**src/rtl/design_46.sv**
```systemverilog
// Pipelined two-operand ALU lane with valid/ready handshake,
// uniform stall of all stages and a saturating completion counter.
module design_46 #(
    parameter int W     = 8,
    parameter int DEPTH = 2,
    parameter int CNT_W = 16
) (
    input  logic             clk,
    input  logic             rst,
    input  logic             in_valid,
    output logic             in_ready,
    input  logic [2:0]       op,
    input  logic [W-1:0]     a,
    input  logic [W-1:0]     b,
    output logic             out_valid,
    input  logic             out_ready,
    output logic [W-1:0]     y,
    output logic             flag,
    input  logic             cnt_clr,
    output logic [CNT_W-1:0] done_cnt
);

    logic [DEPTH-1:0] r_vld;
    logic [W-1:0]     r_y [DEPTH];
    logic             r_f [DEPTH];
    logic [CNT_W-1:0] r_cnt;

    logic [W:0]   w_sum;
    logic [W:0]   w_dif;
    logic [W-1:0] w_y;
    logic         w_f;
    logic         w_stall;
    logic         w_done;

    assign w_sum = {1'b0, a} + {1'b0, b};
    assign w_dif = {1'b0, a} - {1'b0, b};

    always_comb begin
        w_y = '0;
        w_f = 1'b0;
        unique case (op)
            3'b000: begin
                w_y = w_sum[W-1:0];
                w_f = w_sum[W];
            end
            3'b001: begin
                w_y = w_dif[W-1:0];
                w_f = w_dif[W];
            end
            3'b010: w_y = a & b;
            3'b011: w_y = a | b;
            3'b100: w_y = a ^ b;
            3'b101: begin
                w_y = w_sum[W] ? '1 : w_sum[W-1:0];
                w_f = w_sum[W];
            end
            3'b110: w_y = (a > b) ? a : b;
            3'b111: w_y = (a < b) ? a : b;
        endcase
    end

    // Whole pipe freezes, bubbles included, while the output waits.
    assign w_stall   = r_vld[DEPTH-1] && !out_ready;
    assign in_ready  = !rst && !w_stall;
    assign w_done    = r_vld[DEPTH-1] && out_ready;
    assign out_valid = r_vld[DEPTH-1];
    assign y         = r_y[DEPTH-1];
    assign flag      = r_f[DEPTH-1];
    assign done_cnt  = r_cnt;

    always_ff @(posedge clk) begin
        if (rst) begin
            r_vld <= '0;
            for (int i = 0; i < DEPTH; i++) begin
                r_y[i] <= '0;
                r_f[i] <= 1'b0;
            end
        end else if (!w_stall) begin
            r_vld[0] <= in_valid;
            r_y[0]   <= w_y;
            r_f[0]   <= w_f;
            for (int i = 1; i < DEPTH; i++) begin
                r_vld[i] <= r_vld[i-1];
                r_y[i]   <= r_y[i-1];
                r_f[i]   <= r_f[i-1];
            end
        end
    end

    always_ff @(posedge clk) begin
        if (rst || cnt_clr) begin
            r_cnt <= '0;
        end else if (w_done && r_cnt != '1) begin
            r_cnt <= r_cnt + 1'b1;
        end
    end

endmodule

```
**config.mk**
```make
export PLATFORM = sky130hd
export DESIGN_NAME = design_46
export DESIGN_NICKNAME = d
export VERILOG_FILES = /design/src/rtl/design_46.sv
export SDC_FILE = /design/constraint.sdc
export NUM_CORES = 1
export LEC_CHECK = 0
export BUFFER_PORTS_ARGS = -buffer_cell sky130_fd_sc_hd__buf_2
export CORE_ASPECT_RATIO = 1.4
export CORE_MARGIN = 2
export CORE_UTILIZATION = 30
export DETAILED_ROUTE_END_ITERATION = 12
export HOLD_SLACK_MARGIN = 0.02
export PLACE_DENSITY = 0.56
export SLEW_MARGIN = 5
export SYNTH_ARGS = -nofsm -noshare
export SYNTH_HDL_FRONTEND = slang
export SYNTH_SLANG_ARGS = --single-unit
```
**constraint.sdc**
```tcl
create_clock -name clk -period 7.6 [get_ports clk]
set_clock_uncertainty 0.1 [all_clocks]
set_input_delay 2.28 -clock clk [delete_from_list [all_inputs] [get_ports clk]]
set_output_delay 2.28 -clock clk [all_outputs]
set_load 0.005 [all_outputs]
```
==> flow_metrics.tcl, run 1 <==
set metrics [dict create \
    crit_required_ns 5.22 \
    cp_common_cell "buf_2" \
    path_buf_inv 3 \
    ys_top_cells_by_count "nor2_1, nand2_1, a21oi_1, inv_1, ha_1" \
    root_buffer "clkbuf_16" \
    hold_violations 0 \
    worst_setup_path_start_kind "input port" \
    ys.flop_type "edfxtp_1" \
    ys_seq_area_frac 0.273 \
    drc 0 \
    setup_viol 0 \
    path_max_fanout 15 \
    yosysUniqueCellTypes 66 \
    core_um2 10800 \
    syn-cell-area_um2 3300 \
    instances_no_fill 579 \
    slew_headroom 0.367 \
    cp-end-kind "output pin" \
    initialDrtViolationCount 234 \
    yosysWarningCount 0 \
    place_inst 571 \
    fin_crit_sh 0.759 \
    synthCells 405 \
    crit_cells 5 \
    status "complete, no violations" \
    timing.final.crit_period_ns 5.77 \
    cts.sinks 36 \
    r2r_slack_ns 5.46 \
    holdPathStages 2 \
    wl_per_cell_um 16.6 \
    async_flop_share 0 \
    criticalPathCategory "input port to output pin" \
    hp-class "register to register" \
    nFillCells 1159 \
    p_leak_nw 1.51 \
    drive_gt1_frac 0.171 \
    via_count 3229 \
    gr-total-overflow 0 \
    track_usage 0.164 \
    rr_worst_depth 7 \
    crit_slowest_cell "or2_2" \
    fin_tns_setup_ns 0 \
    rows 45 \
    cts_hold_buffers 0 \
    die_area_um2 11900 \
    cts_tree "done" \
    start_util 0.306 \
    die_y_um 128 \
    ys_ff_latch 36 \
    max_slew.worst_pin.slew_ns 0.940 \
    synth_edf_count 18 \
    die_w_um 92.7 \
    synth.most_common_cell "nor2_1" \
    reg2reg_to "done_cnt[15]$_SDFFE_PP0P_" \
    synthesis.nets 457 \
    power_density_nw_per_um2 152 \
    critical_path.cell_chain "buf_2, nor2b_1, or2_2, inv_1, buf_2" \
    critPathArrivalTime_ns 3.39 \
    grt_pass1_vias 3220 \
    avgSynthCellArea_um2 8.16 \
    max_freq_ghz 0.173 \
    power_mw 0.566 \
    clk_path_buf_depth 2 \
    ctsResizeCount 0 \
    ant_nets 0 \
    min_from "r_vld[0]$_SDFFE_PP0N_" \
    post_cts_buffers 0 \
    rsz0062_at_grt "false" \
    gp_congestion 0.905 \
    slew_violations 0 \
    io_buffers 50 \
    cap_violations 0 \
    grt_pass1_wl_um 15600 \
    cts_buffers 5 \
    whs_endpoint "r_vld[1]$_SDFFE_PP0N_" \
    insertion_delay_ns 0.27 \
    place_hpwl_um 7550 \
    ios 51 \
    nets 489 \
    syn2layout_area_growth_pct 12.7 \
    via_per_inst 5.58 \
    wl_um 9610 \
    grt_max_degree 35 \
    crit_family "buffers and inverters" \
    cpPeakStageDelay_ns 0.37 \
    synth_top_area_share 0.164 \
    htreeDepth 2 \
    path_clk_slew_ns 0.05 \
    synth_area_leaders "edfxtp_1, dfxtp_1, ha_1, a21oi_1, nor2_1" \
    ir_worst_vdd_uv 69.8 \
    first_pass_iters 6 \
    yosysTopAreaCell "edfxtp_1" \
    antenna_found_initial 0 \
    diodes 0 \
    timing.rr.start "done_cnt[0]$_SDFFE_PP0P_" \
]
==> cells by family after synthesis <==
logic type | after synthesis | synth area share
and+or+nand+nor | 159 | 0.251
AOI/OAI and AO/OA | 107 | 0.233
buffers and inverters | 56 | 0.0807
DFF | 36 | 0.273
adders and majority gates | 29 | 0.114
xor gates and xnor gates | 16 | 0.0424
muxes | 2 | 0.00606
==> metal layers <==
| metal | global-route usage | up-vias | wire [µm] | share of wire |
|---|---|---|---|---|
| li1 | - | 1532 | - | - |
| met2 | 0.293 | 128 | 4840 | 0.50 |
| met1 | 0.181 | 1530 | 3720 | 0.39 |
| met3 | 0.0259 | 39 | 530 | 0.055 |
| met4 | 0.0986 | 0 | 521 | 0.054 |
| met5 | 0 | - | 0 | 0 |
==> worst min-delay path: cells and delay by family (launching register included) <==
kind | cells | cell delay (ns)
flops | 1 | 0.33
simple gates | 2 | 0.12
==> final cells by class <==
type	instances	area (µm²)	area share
Clock buffer	6	129	0.0346
Clock inverter	2	11.3	0.00302
Inverter	30	113	0.0302
Multi-Input combinational cell	313	2140	0.574
Sequential cell	36	901	0.242
Tap cell	141	176	0.0474
Timing Repair Buffer	51	258	0.0692
==> placed cells by master (no fill, tap or decap), types with 10 or more instances in the layout <==
cell type	synthesis	routed
and2_1	11	11
ha_1	26	26
buf_2	6	50
a21oi_1	31	31
nor3_1	14	14
edfxtp_1	18	18
dfxtp_1	18	18
xnor2_1	10	10
nor2_1	35	35
nand3_1	23	23
inv_1	29	29
nand2_1	32	32
o21ai_0	18	18
==> how the worst max path moves through the flow <==
stage               startpoint       end
floorplan            out_ready  in_ready
global placement     out_ready  in_ready
detailed placement   out_ready  in_ready
CTS                  out_ready  in_ready
global route         out_ready  in_ready
finish               out_ready  in_ready
==> metrics by stage <==
stage	instance area (µm²)	setup WS (ns)	hold slack, ns	util
2_1_floorplan	3300	2.13	0.340	-
3_3_place_gp	3580	1.87	0.361	0.331
3_5_place_dp	3580	1.83	0.360	0.331
4_1_cts	3720	1.82	0.388	0.344
5_1_grt	3720	1.70	0.417	0.344
6_report	3720	1.83	0.388	0.344
==> power by group <==
group | internal (mW) | switching [mW] | total (mW) | leakage, nW
clock network | 0.120 | 0.0702 | 0.190 | 0.0645
logic | 0.0554 | 0.101 | 0.156 | 1.09
registers | 0.216 | 0.00309 | 0.219 | 0.357
total | 0.392 | 0.174 | 0.566 | 1.51
==> flip-flops by register name, summed over array words and instances, names as in the netlist <==
name	flops
r_vld	2
r_y	16
done_cnt	16
r_f	2
No activity file was read; power rests on OpenSTA's default activity.
==> run 2, diff against run 1 <==
==> constraint.sdc (replaced) <==
create_clock -name clk -period 5.4 [get_ports clk]
set_clock_uncertainty 0.1 [all_clocks]
set_input_delay 1.62 -clock clk [delete_from_list [all_inputs] [get_ports clk]]
set_output_delay 1.62 -clock clk [all_outputs]
set_load 0.005 [all_outputs]
==> flow_metrics.tcl, run 2 (synthesized netlist as in run 1, its figures left out) <==
set metrics [dict create \
    status "complete, no violations" \
    root_buffer "clkbuf_16" \
    track_usage 0.164 \
    cap_violations 0 \
    core_um2 10800 \
    ir_worst_vdd_uv 105 \
    gp_congestion 1.01 \
    p_leak_nw 1.53 \
    crit_start "out_ready" \
    final_core_util 0.348 \
    grt_pass1_vias 3161 \
    crit_required_ns 3.68 \
    power_density_nw_per_um2 229 \
    seq_power_share 0.358 \
    internal_power_mw 0.602 \
    htreeDepth 2 \
    die_y_um 128 \
    nFillCells 1169 \
    place_hpwl_um 7690 \
    ctsResizeCount 0 \
    nets 490 \
    r2r_slack_ns 3.23 \
    clkPwrFrac 0.382 \
    hold_violations 0 \
    timing.rr.start "done_cnt[0]$_SDFFE_PP0P_" \
    rsz0062_at_grt "false" \
    ios 51 \
    syn2layout_area_growth_pct 13.9 \
    io_buffers 50 \
    cts_hold_buffers 0 \
    max_slew.worst_pin.slew_ns 0.847 \
    cts.sinks 36 \
    power_frac_comb 0.259 \
    path_max_fanout 6 \
    slew_violations 0 \
    max_freq_ghz 0.242 \
    p_sw_mw 0.259 \
    power_mw 0.861 \
    mostFrequentLayoutCell "buf_2" \
    fin_crit_sh 0.764 \
    slew_headroom 0.436 \
    diodes 0 \
    cts_tree "done" \
    drc 0 \
    die_w_um 92.7 \
    via_per_inst 5.60 \
    holdPathStages 2 \
    start_util 0.306 \
    insertion_delay_ns 0.28 \
    gr-total-overflow 0 \
    critPathArrivalTime_ns 2.41 \
    antenna_found_initial 0 \
    multi_input_comb_area_um2 2140 \
    grt_max_degree 35 \
    first_pass_iters 6 \
    via_count 3246 \
    fin_tns_setup_ns 0 \
    swShare 0.301 \
    post_cts_buffers 0 \
    layout_common_cells "buf_2, nor2_1, nand2_1, a21oi_1, inv_1" \
    ant_nets 0 \
    cts_buffers 5 \
    clk_path_buf_depth 2 \
    wl_per_cell_um 17.0 \
    rr_worst_depth 7 \
    cp-endpoint "in_ready" \
    grt_pass1_wl_um 15700 \
    worst_setup_path_start_kind "input port" \
    criticalPathCategory "input port to output pin" \
    timing.final.crit_period_ns 4.13 \
    seq_area_um2 901 \
    die_area_um2 11900 \
    path_clk_slew_ns 0.05 \
    cp-end-kind "output pin" \
    setup_viol 0 \
    reg2reg_to "done_cnt[7]$_SDFFE_PP0P_" \
    rows 45 \
    instances_no_fill 580 \
    hp-class "register to register" \
    drive_gt1_frac 0.178 \
    wl_um 9860 \
    place_inst 572 \
    initialDrtViolationCount 307 \
]
[run 2: cell types whose count changed in the layout (fill, tap and decap cells not counted), sizes merged]
cell,previous run,this run
clkinv,1,0
inv,30,31
buf,51,52
bufinv,0,1
clkbuf,6,5
[run 2: worst min-delay path by stage]
stage | start | end | slack (ns)
final | r_vld[0]$_SDFFE_PP0N_ | r_vld[1]$_SDFFE_PP0N_ | 0.37
after global routing | r_y[0][7]$_SDFFCE_PN0P_ | r_y[0][15]$_SDFFCE_PN0P_ | 0.44
after CTS | r_vld[0]$_SDFFE_PP0N_ | r_vld[1]$_SDFFE_PP0N_ | 0.38
after detailed placement | r_vld[0]$_SDFFE_PP0N_ | r_vld[1]$_SDFFE_PP0N_ | 0.36
after global placement | r_vld[0]$_SDFFE_PP0N_ | r_vld[1]$_SDFFE_PP0N_ | 0.35
after floorplan | r_vld[0]$_SDFFE_PP0N_ | r_vld[1]$_SDFFE_PP0N_ | 0.34
[run 2: worst max-delay path, cell delays in order]
cell     delay, ns
buf_2         0.13
nor2b_1       0.08
or2_2         0.36
inv_1         0.10
buf_2         0.11
[run 2: power groups by stage]
| stage | Sequential [mW] | Combinational [mW] | Clock [mW] |
|---|---|---|---|
| detailed placement | 0.315 | 0.219 | 0 |
| global route | 0.310 | 0.243 | 0.353 |
| global placement | 0.314 | 0.219 | 0 |
| floorplan | 0.313 | 0.161 | 0 |
| finish | 0.308 | 0.223 | 0.329 |
| CTS | 0.309 | 0.220 | 0.338 |
[run 2: area by class of cell]
type,instances,share of cell area
Inverter,30,0.0299
Clock buffer,5,0.0333
Sequential cell,36,0.239
Clock inverter,3,0.0123
Timing Repair Buffer,52,0.0705
Multi-Input combinational cell,313,0.568
Tap cell,141,0.0469
[run 2: stage by stage]
step	area, µm²	hold slack [ns]	setup slack [ns]
after floorplan	3300	0.340	1.25
after global placement	3590	0.350	1.04
after detailed placement	3590	0.362	1.08
after CTS	3760	0.377	1.26
after global routing	3760	0.436	1.17
final	3760	0.371	1.27
[run 2: routing by layer]
layer  vias up  wire length, µm  global-route usage
met2       157             4960               0.301
li1       1537                -                   -
met3        25              574              0.0176
met5         -                0                   0
met4         0              323              0.0657
met1      1527             4000               0.194
==> run 3, diff against run 2 <==
==> constraint.sdc (replaced) <==
create_clock -name clk -period 3.9 [get_ports clk]
set_clock_uncertainty 0.1 [all_clocks]
set_input_delay 1.17 -clock clk [delete_from_list [all_inputs] [get_ports clk]]
set_output_delay 1.17 -clock clk [all_outputs]
set_load 0.005 [all_outputs]
==> flow_metrics.tcl, run 3 (synthesized netlist as in run 1, its figures left out) <==
set metrics [dict create \
    rsz0062_at_grt "false" \
    fin_tns_setup_ns 0 \
    io_buffers 50 \
    cap_violations 0 \
    die_area_um2 11900 \
    multi_input_comb_area_um2 2140 \
    nFillCells 1168 \
    insertion_delay_ns 0.28 \
    hold_violations 0 \
    status "complete, no violations" \
    ctsResizeCount 0 \
    worst_setup_path_start_kind "input port" \
    drc 0 \
    mostFrequentLayoutCell "buf_2" \
    timing.final.crit_period_ns 3.61 \
    gr-total-overflow 0 \
    gp_congestion 0.978 \
    via_count 3198 \
    ir_worst_vdd_uv 164 \
    final_core_util 0.358 \
    fin_crit_sh 0.925 \
    layout_common_cells "buf_2, nor2_1, nand2_1, a21oi_1, inv_1" \
    crit_required_ns 3.82 \
    setup_viol 0 \
    via_per_inst 5.38 \
    diodes 0 \
    dp_slack_ns 0.0391 \
    antenna_found_initial 0 \
    root_buffer "clkbuf_16" \
    hp-class "register to register" \
    cts_tree "done" \
    path_max_fanout 11 \
    htreeDepth 2 \
    path_clk_slew_ns 0.06 \
    ios 51 \
    track_usage 0.175 \
    grt_max_degree 35 \
    ant_nets 0 \
    power_density_nw_per_um2 313 \
    grt_pass1_wl_um 16400 \
    grt_pass1_vias 3194 \
    die_w_um 92.7 \
    critPathArrivalTime_ns 3.52 \
    slew_violations 0 \
    wl_per_cell_um 17.1 \
    seq_area_um2 901 \
    slew_headroom 0.428 \
    core_um2 10800 \
    drive_gt1_frac 0.203 \
    hold_slack_ns 0.375 \
    post_cts_buffers 0 \
    wl_um 10100 \
    cts.sinks 36 \
    place_hpwl_um 8030 \
    p_leak_nw 1.59 \
    power_mw 1.21 \
    rows 45 \
    criticalPathCategory "input port to register" \
    clk_path_buf_depth 2 \
    cp-end-kind "register" \
    setup_ws_ns 0.294 \
    start_util 0.306 \
    die_y_um 128 \
    first_pass_iters 4 \
    initialDrtViolationCount 157 \
    syn2layout_area_growth_pct 17.1 \
    cts_buffers 5 \
    nets 504 \
    max_freq_ghz 0.277 \
    max_slew.worst_pin.slew_ns 0.858 \
    cts_hold_buffers 0 \
]
run 3: cell type report:
class	instances	share of cell area
multi-input cells	313	0.552
flip-flops and latches	36	0.233
repair buffers	66	0.0958
well taps	141	0.0456
clock buffers	5	0.0324
inverters	30	0.0291
clock inverters	3	0.0120
run 3: worst paths after layout:
path	end	start	cells after the start	slack, ns
worst min register to register	r_vld[1]$_SDFFE_PP0N_	r_vld[0]$_SDFFE_PP0N_	2	0.38
worst max-delay path	r_y[0][3]$_SDFFCE_PN0P_	b[7]	8	0.29
worst min-delay path	r_vld[1]$_SDFFE_PP0N_	r_vld[0]$_SDFFE_PP0N_	2	0.38
worst max register to register	done_cnt[7]$_SDFFE_PP0P_	done_cnt[0]$_SDFFE_PP0P_	7	1.78
run 3: power by group:
part | total [mW] | switching (mW) | internal (mW)
sequential | 0.427 | 0.00542 | 0.421
clock | 0.460 | 0.156 | 0.303
combinational | 0.324 | 0.203 | 0.120
run 3: metrics by stage:
| step | area (µm²) | instances |
|---|---|---|
| after floorplan | 3300 | 405 |
| after global placement | 3700 | 586 |
| after detailed placement | 3700 | 586 |
| after CTS | 3870 | 594 |
| after global routing | 3870 | 594 |
| final | 3870 | 594 |
run 3: layer usage:
layer,part of all wire,track usage,wire (µm),vias up
met5,0,0,0,-
met4,0.045,0.0882,454,0
met3,0.056,0.0276,565,31
met2,0.51,0.318,5150,109
met1,0.39,0.195,3980,1500
li1,-,-,-,1558
run 3: critical path, cell delays in order:
cell and delay, ns:
buf_2 0.14, inv_1 0.09, ha_1 0.58, nor3b_2 0.11, or3_1 0.53, nor2_2 0.34
o31ai_1 0.13, o41a_1 0.45
